File: src/rtl/branch_ctrl_pkg.sv
// Shared definitions for branch resolution: funct3 encodings, FSM state codes,
// and the 2-bit saturating predictor counter helpers.
package branch_ctrl_pkg;

    localparam logic [2:0] F3_BEQ = 3'b000;
    localparam logic [2:0] F3_BNE = 3'b001;
    localparam logic [2:0] F3_BLT = 3'b100;
    localparam logic [2:0] F3_BGE = 3'b101;

    localparam logic [1:0] ST_IDLE     = 2'd0;
    localparam logic [1:0] ST_STALL    = 2'd1;
    localparam logic [1:0] ST_REDIRECT = 2'd2;

    // Weakly not-taken
    localparam logic [1:0] CTR_RESET = 2'b01;

    function automatic logic [1:0] ctr_next(input logic [1:0] ctr, input logic taken);
        if (taken) begin
            return (ctr == 2'b11) ? ctr : ctr + 2'b01;
        end
        return (ctr == 2'b00) ? ctr : ctr - 2'b01;
    endfunction

endpackage

File: src/rtl/branch_ctrl_bht.sv
// Branch history table: array of 2-bit saturating counters with one
// combinational read port and one registered update port.
module branch_bht
    import branch_ctrl_pkg::*;
#(
    parameter int unsigned ENTRIES = 64,
    parameter int unsigned IDX_W   = $clog2(ENTRIES)
) (
    input  logic             clk,
    input  logic             rst,
    input  logic [IDX_W-1:0] rd_idx,
    output logic             rd_taken,
    input  logic             upd_en,
    input  logic [IDX_W-1:0] upd_idx,
    input  logic             upd_taken
);

    logic [1:0] cnt_q [ENTRIES];
    logic [1:0] cnt_d [ENTRIES];

    always_comb begin
        cnt_d = cnt_q;
        if (upd_en) begin
            cnt_d[upd_idx] = ctr_next(cnt_q[upd_idx], upd_taken);
        end
    end

    always_ff @(posedge clk or posedge rst) begin
        if (rst) begin
            for (int unsigned i = 0; i < ENTRIES; i++) begin
                cnt_q[i] <= CTR_RESET;
            end
        end else begin
            cnt_q <= cnt_d;
        end
    end

    // Reads the registered array, so a same-cycle update is not visible yet
    assign rd_taken = cnt_q[rd_idx][1];

endmodule

File: src/rtl/branch_ctrl.sv
// ID-stage branch resolution: stall on operand hazard, registered one-cycle
// redirect/flush, saturating statistics. Define BRANCH_PRED_EN to add the BHT.
module branch_ctrl
    import branch_ctrl_pkg::*;
#(
    parameter int unsigned XLEN        = 32,
    parameter int unsigned CNT_W       = 16,
    parameter int unsigned BHT_ENTRIES = 64
) (
    input  logic             clk,
    input  logic             rst,
    input  logic             id_valid,
    input  logic             id_is_branch,
    input  logic [2:0]       id_funct3,
    input  logic [XLEN-1:0]  id_pc,
    input  logic [XLEN-1:0]  id_imm,
    input  logic [XLEN-1:0]  id_rs1_data,
    input  logic [XLEN-1:0]  id_rs2_data,
    input  logic             opnd_hazard,
    input  logic             id_pred_taken,
    input  logic [XLEN-1:0]  if_pc,
    output logic             if_pred_taken,
    output logic             stall,
    output logic             redirect_valid,
    output logic [XLEN-1:0]  redirect_pc,
    output logic             flush_ifid,
    output logic             br_illegal,
    output logic [CNT_W-1:0] br_count,
    output logic [CNT_W-1:0] br_taken_count
);

    logic [1:0]       state_q, state_d;
    logic [XLEN-1:0]  redirect_pc_q, redirect_pc_d;
    logic             br_illegal_q, br_illegal_d;
    logic [CNT_W-1:0] br_count_q, br_count_d;
    logic [CNT_W-1:0] br_taken_count_q, br_taken_count_d;

    logic             cond_taken;
    logic             cond_illegal;
    logic             need_redirect;
    logic             resolve;
    logic             stall_c;
    logic [XLEN-1:0]  target;

    always_comb begin
        cond_taken   = 1'b0;
        cond_illegal = 1'b0;
        case (id_funct3)
            F3_BEQ:  cond_taken = (id_rs1_data == id_rs2_data);
            F3_BNE:  cond_taken = (id_rs1_data != id_rs2_data);
            F3_BLT:  cond_taken = ($signed(id_rs1_data) <  $signed(id_rs2_data));
            F3_BGE:  cond_taken = ($signed(id_rs1_data) >= $signed(id_rs2_data));
            default: cond_illegal = 1'b1;
        endcase
    end

    assign target = cond_taken ? (id_pc + id_imm) : (id_pc + XLEN'(4));

`ifdef BRANCH_PRED_EN
    localparam int unsigned IDX_W = $clog2(BHT_ENTRIES);

    assign need_redirect = (cond_taken != id_pred_taken);

    branch_bht #(
        .ENTRIES (BHT_ENTRIES),
        .IDX_W   (IDX_W)
    ) u_bht (
        .clk       (clk),
        .rst       (rst),
        .rd_idx    (if_pc[IDX_W+1:2]),
        .rd_taken  (if_pred_taken),
        .upd_en    (resolve),
        .upd_idx   (id_pc[IDX_W+1:2]),
        .upd_taken (cond_taken)
    );

    logic unused_ok;
    assign unused_ok = ^{if_pc, id_pred_taken};
`else
    // Static not-taken: every taken branch is a misfetch
    assign need_redirect = cond_taken;
    assign if_pred_taken = 1'b0;

    logic unused_ok;
    assign unused_ok = ^{if_pc, id_pred_taken, BHT_ENTRIES[0]};
`endif

    always_comb begin
        state_d = state_q;
        resolve = 1'b0;
        stall_c = 1'b0;
        case (state_q)
            ST_IDLE, ST_STALL: begin
                if (id_valid && id_is_branch) begin
                    if (opnd_hazard) begin
                        stall_c = 1'b1;
                        state_d = ST_STALL;
                    end else begin
                        resolve = 1'b1;
                        state_d = need_redirect ? ST_REDIRECT : ST_IDLE;
                    end
                end else begin
                    state_d = ST_IDLE;
                end
            end
            // The ID instruction is being flushed, so its inputs are ignored
            ST_REDIRECT: state_d = ST_IDLE;
            default:     state_d = ST_IDLE;
        endcase
    end

    always_comb begin
        redirect_pc_d    = redirect_pc_q;
        br_illegal_d     = resolve & cond_illegal;
        br_count_d       = br_count_q;
        br_taken_count_d = br_taken_count_q;
        if (resolve) begin
            if (need_redirect) begin
                redirect_pc_d = target;
            end
            if (br_count_q != '1) begin
                br_count_d = br_count_q + CNT_W'(1);
            end
            if (cond_taken && (br_taken_count_q != '1)) begin
                br_taken_count_d = br_taken_count_q + CNT_W'(1);
            end
        end
    end

    always_ff @(posedge clk or posedge rst) begin
        if (rst) begin
            state_q          <= ST_IDLE;
            redirect_pc_q    <= '0;
            br_illegal_q     <= 1'b0;
            br_count_q       <= '0;
            br_taken_count_q <= '0;
        end else begin
            state_q          <= state_d;
            redirect_pc_q    <= redirect_pc_d;
            br_illegal_q     <= br_illegal_d;
            br_count_q       <= br_count_d;
            br_taken_count_q <= br_taken_count_d;
        end
    end

    // Stall is combinational from ID inputs, so mask it while reset is held
    assign stall          = stall_c & ~rst;
    assign redirect_valid = (state_q == ST_REDIRECT);
    assign flush_ifid     = (state_q == ST_REDIRECT);
    assign redirect_pc    = redirect_pc_q;
    assign br_illegal     = br_illegal_q;
    assign br_count       = br_count_q;
    assign br_taken_count = br_taken_count_q;

endmodule

File: config.mk
export PLATFORM = sky130hd
export DESIGN_NAME = branch_ctrl
export DESIGN_NICKNAME = d
export VERILOG_FILES = /design/src/rtl/branch_ctrl_pkg.sv /design/src/rtl/branch_ctrl_bht.sv /design/src/rtl/branch_ctrl.sv
export SDC_FILE = /design/constraint.sdc
export NUM_CORES = 1
export LEC_CHECK = 0
export BUFFER_PORTS_ARGS = -buffer_cell sky130_fd_sc_hd__buf_4
export CORE_MARGIN = 2
export CORE_UTILIZATION = 45
export CTS_BUF_LIST = sky130_fd_sc_hd__clkbuf_4 sky130_fd_sc_hd__clkbuf_8
export CTS_CLUSTER_SIZE = 14
export DETAILED_ROUTE_END_ITERATION = 12
export PLACE_DENSITY = 0.77
export SLEW_MARGIN = 10
export SYNTH_ARGS = -nofsm -noshare
export SYNTH_HDL_FRONTEND = slang
export SYNTH_HIERARCHICAL = 1
export SYNTH_SLANG_ARGS = --single-unit
File: constraint.sdc
create_clock -name clk -period 2.8 [get_ports clk]
set_input_delay 0.28 -clock clk [delete_from_list [all_inputs] [get_ports clk]]
set_output_delay 0.28 -clock clk [all_outputs]
set_load 0.05 [all_outputs]
# == Yosys cells after proc, flatten, opt, wreduce, memory -nomap -nowiden ==
# Index checks and enable logic that the tools add are counted.
# totals
register_bits,67
wordCells,43
# op_classes
n_eq_ne,9
order_cmp,2
n_mux,12
n_addsub,3
bitwise,3
reduce_logical,9
# ops
operator,n
"adder 16 x 1 -> 16 bit, second input constant",2
adder 32 bit,1
== test 32 bit,1
greater-or-equal comparator 32 bit,1
< comparator 32 bit,1
"!= test 16 bit, second input constant",2
!= test 32 bit,1
2-to-1 mux 2 bit,4
2-to-1 mux 1 bit,7
"== test 3 bit, second input constant",2
AND reduction 2 bit,3
one-hot mux 1 bit (4 select lines),1
OR reduction 4 bit,1
"== test 3 x 1 -> 1 bit, second input constant",1
zero test 3 bit,1
AND 1 bit,2
"== test 2 x 1 -> 1 bit, second input constant",1
"== test 2 bit, second input constant",1
logical AND 1 bit,2
zero test 2 bit,1
OR reduction 2 bit,1
inverter 1 bit,1

# == Longest topological paths before layout ==
# logic_depth
ltp_word,6
depth_mapped,14
depth_no_buf,12

# == Worst setup path after synthesis ==
# OpenSTA, ideal clock, no wires.
# synth_timing
kind,input port to flip-flop
start,input port id_rs2_data[13]
end,register br_taken_count_q[15] (netlist: br_taken_count[15])
setup_time_ns,0.125
arrival_ns,2.692
cell_stages,12
setup_slack_ns,-0.017
path_buffers,1
cell_sequence,inv_1 -> ha_1 -> a21o_1 -> a21oi_2 -> o221ai_1 -> a221o_1 -> or4_1 -> nand3_1 -> nand4bb_1 -> buf_6 -> nor4_1 -> mux2_2
# synth_via
elab_chain_len,4
word_cells_on_any_way,7
cone_classes,order compare: 2; eq/ne: 2; mux: 1; reduce/logical: 2
# synth_rtl
item,line,rtl
"start, declared",branch_ctrl.sv:18,"input logic [XLEN-1:0] id_rs2_data,"
"greater-or-equal comparator 32 bit, or another cell as far along",branch_ctrl.sv:52,F3_BGE: cond_taken = ($signed(id_rs1_data) >= $signed(id_rs2_data));
one-hot mux 1 bit (4 select lines) *,branch_ctrl.sv:48,case (id_funct3)
logical AND 1 bit *,branch_ctrl.sv:124,if (cond_taken && (br_taken_count_q != '1)) begin
AND reduction 2 bit (no source line) *,-,
"end signal, assigned",branch_ctrl.sv:142,br_taken_count_q <= br_taken_count_d;
"end, declared",branch_ctrl.sv:36,"logic [CNT_W-1:0] br_taken_count_q, br_taken_count_d;"
# Mark *: on every way between the ends. The rest lies on a longest branch, timed or not.
# A chain may end at the register's enable or synchronous reset.

# == Final worst setup path ==
# layout_timing
start,input port id_rs2_data[1]
end,register br_taken_count_q[7] (netlist: br_taken_count[7])
# The elaborated chain is that of the path after synthesis.

==> impl_metrics.csv <==
group,metric,value,unit
placed_design,gp_congestion,0.911,
clocking,htree_levels,3,
global_routing,grt_usage,22.5,%
routing,ant_nets,0,
die,fp.dieW,111,µm
sta,maxSlewViolCount,0,
logic_synthesis,synth_flop_cell,"dfrtp_1",
logic_synthesis,synth-seq-area-share,32.6,%
logic_synthesis,synth_xor_area_share,9.87,%
clocking,cts_sinks,67,
finish,n_antenna_cell,0,
critical_path,path_class,"input port to flop",
placed_design,placed_cell_area,0.00700,mm²
job,cap_violations,0,
global_routing,grt_antenna_before_repair,0,
routing,drt_pass1_iterations,4,
sta,setup_slack,0.0630,ns
hold_path,min_from,"id_funct3[1]",
hold_path,hold_path.class,"input port to flop",
critical_path,r2r-start,"br_taken_count[3]",
finish,final_common_cell,"buf_4",
die,dieArea,0.0123,mm²
global_routing,grt_pass1_wl,23100,µm
sta,setup_violations,0,
clocking,cts_max_path_buffers,2,
placed_design,numPortBuffers,203,
sta,slew_headroom,43.4,%
logic_synthesis,synthMuxAreaShare,1.24,%
die,start_util,45.7,%
logic_synthesis,async_flop_share,100,%
pwr,power,0.00446,W
global_routing,busiest_layer,"met2",
critical_path,cp.required,3.05,ns
logic_synthesis,synth_cell_types,57,
clocking,cts_tree,"yes",
sta,finClkSkew,0.0101,ns
die,core,0.0113,mm²
sta,max_slew.worst_pin.slew,0.849,ns
critical_path,r2r_setup_slack,0.29,ns
logic_synthesis,synth-simple-area-share,17.7,%
placed_design,dp_hpwl,11300,µm
logic_synthesis,synth_top_family_by_area,"simple AND/OR/NAND/NOR gates",
sta,min_period,2.74,ns
routing,vias_per_cell,5.28,
global_routing,grt_util_met2,39.6,%
critical_path,start_kind,"input port",
die,die_y,111,µm
pwr,irDropWorstVdd,0.425,mV
logic_synthesis,syn_nets,808,
critical_path,r2r_end,"br_taken_count[1]",
routing,routed_wl,14100,µm
placed_design,pre_cts_ws,-0.319,ns
finish,finish.instance_area,0.00737,mm²
finish,fillers,918,
routing,drc_errors,0,
hold_path,holdPathEnd,"br_illegal",
clocking,tritoncts.num_buffers,9,
global_routing,grt_pass1_vias,5003,
routing,wire_per_inst,14.9,µm
die,ios,238,
outcome,status,"finished clean",
logic_synthesis,postSynthCellCount,573,
logic_synthesis,avgSynthCellArea,8.98,µm²
sta,hold_violations,0,
placed_design,place_inst,928,
global_routing,use_met1,27.9,%
sta,fmax,0.365,GHz
finish,layout_common_cells,"buf_4 (222), nand2_1 (70), dfrtp_1 (67), ha_1 (62), o21ai_0 (51)",
logic_synthesis,ys_warn_count,6,
finish,final_cells,945,
critical_path,crit_fanout,7,
critical_path,reg2reg_depth,9,
die,num_rows,39,
finish,layout-drive-gt1-share,34.8,%
critical_path,crit_path_end_kind,"flop",
critical_path,cpPeakStageDelay,0.52,ns
sta,fin_crit_sh,97.8,%
clocking,postCtsSetupBuffers,0,
clocking,cts.clk_slew.worst_paths,0.09,ns
global_routing,met3_usage,4.10,%
logic_synthesis,synth_compound_area_share,17.2,%
routing,vias,4986,
logic_synthesis,netlist_area,0.00515,mm²
clocking,insertion_delay,0.34,ns
global_routing,grt_overflow,0,
critical_path,slowest_stage,"or4_4",
global_routing,grt_max_degree,68,
clocking,root_buffer,"clkbuf_8",
finish,nNetsFinal,1032,
pwr,power_density,606,mW/mm²
critical_path,arrival,2.99,ns
critical_path,crit_chain,"buf_4 > inv_2 > ha_4 > nor2b_1 > o211ai_1 > a21oi_1 > o311a_1 > or4_4 > nand3_4 > nand4bb_4 > buf_12 > nor4_4 > xor2_1",
pwr,p_leak,3.84,nW
logic_synthesis,synth-edff-count,0,
hold_path,whs_path_depth,2,
routing,drt_iter0_drc,213,
logic_synthesis,synth_fa_ha_area_share,16.2,%
logic_synthesis,ys_seq_elements,67,
finish,syn_to_final_growth,43.2,%
## report_power, final
| part | leakage [nW] | internal [W] | switching (W) |
|---|---|---|---|
| Combinational | 2.85 | 0.000754 | 0.00133 |
| Clock | 0.116 | 0.000598 | 0.000412 |
| Sequential | 0.872 | 0.00118 | 0.000184 |
| Total | 3.84 | 0.00253 | 0.00193 |
## routing by layer
metal  part of all wire, %  wire length, µm  vias up
met5                     0                0        -
met4                   2.1              289        0
met3                   5.0              705       26
met2                    51             7140      141
met1                    42             5930     2352
li1                      -                -     2467
## per-stage QoR
| stage | hold slack, ns | TNS (ns) | util (%) |
|---|---|---|---|
| floorplan | 0.409 | 0 | - |
| detailed placement | 0.454 | -10.68 | 62.1 |
| finish | 0.171 | 0 | 65.4 |
| global route | 0.180 | -0.132 | 65.4 |
| CTS | 0.157 | 0 | 64.3 |
| global placement | 0.446 | -5.93 | 62.1 |
## state kept, by name, summed over array words and instances (netlist names)
name,flops
br_taken_count,16
br_illegal,1
state_q,2
br_count,16
redirect_pc,32
## synthesized netlist by cell type (2+ instances only)
library cell  count  area [µm²]
xnor2_1          27         236
clkbuf_1          5        18.8
o31ai_1           5        37.5
and2_1            6        37.5
xor2_1           31         272
o21bai_1          3        22.5
a21o_1           17         128
a21boi_0          3        22.5
buf_2             4        20.0
ha_1             65         813
nor4_2            5        62.6
buf_4             2        15.0
a31oi_1           2        12.5
dfrtp_1          67        1680
nor2_1           21        78.8
mux2_2            3        33.8
o21ai_0          51         255
buf_6             2        22.5
nor4_1            2        12.5
inv_1            45         169
a221o_1           3        30.0
o21a_1            6        45.0
and3_1            8        50.1
nor3_2            3        30.0
nand3_1          19        95.1
a21oi_1          37         185
nand2_1          70         263
nor3_1           10        50.1
mux2_4            2        30.0
nand4_1          11        68.8
nor2b_1           4        25.0
a22o_1            2        17.5
a211oi_1          4        30.0
o31a_1            2        17.5
nand2b_1          4        25.0
## logic make-up (layout without fill, tap and decap cells)
kind of cell | count (synthesis) | after routing
buf+inv | 59 | 288
mux | 5 | 5
simple gates | 173 | 173
xor+xnor | 58 | 58
other cells | 1 | 1
fa+ha+maj | 66 | 66
flops | 67 | 67
compound gates | 144 | 144
## what timing repair did
item,4_1_cts,5_1_grt
resized for setup,0,16
endpoints found under the setup margin,0,30
hold buffers,0,0
## worst max-delay path: cells and delay by family
family | cells | cell delay (ns)
AOI/OAI and AO/OA | 3 | 0.64
buffers and inverters | 3 | 0.40
and+or+nand+nor | 5 | 1.22
adders and majority gates | 1 | 0.19
xor gates and xnor gates | 1 | 0.23
## how the worst max path moves through the flow
stage / start / to / cells past startpoint
6_report: id_rs2_data[1] / br_taken_count[7] / 13
5_1_grt: id_rs1_data[27] / br_taken_count[7] / 11
4_1_cts: id_rs1_data[1] / br_taken_count[1] / 12
3_5_place_dp: id_rs1_data[1] / br_taken_count[1] / 12
3_3_place_gp: id_rs1_data[13] / br_taken_count[1] / 12
2_1_floorplan: id_rs2_data[13] / br_taken_count[1] / 13
## final cells by class
type,instances,area [µm²],area share [%]
Inverter,45,169,2.29
Sequential cell,67,1680,22.8
Clock inverter,7,123,1.66
Tap cell,143,179,2.43
Timing Repair Buffer,227,1770,24.0
Multi-Input combinational cell,447,3330,45.1
Clock buffer,9,124,1.68
No activity file was read; power rests on OpenSTA's default activity.
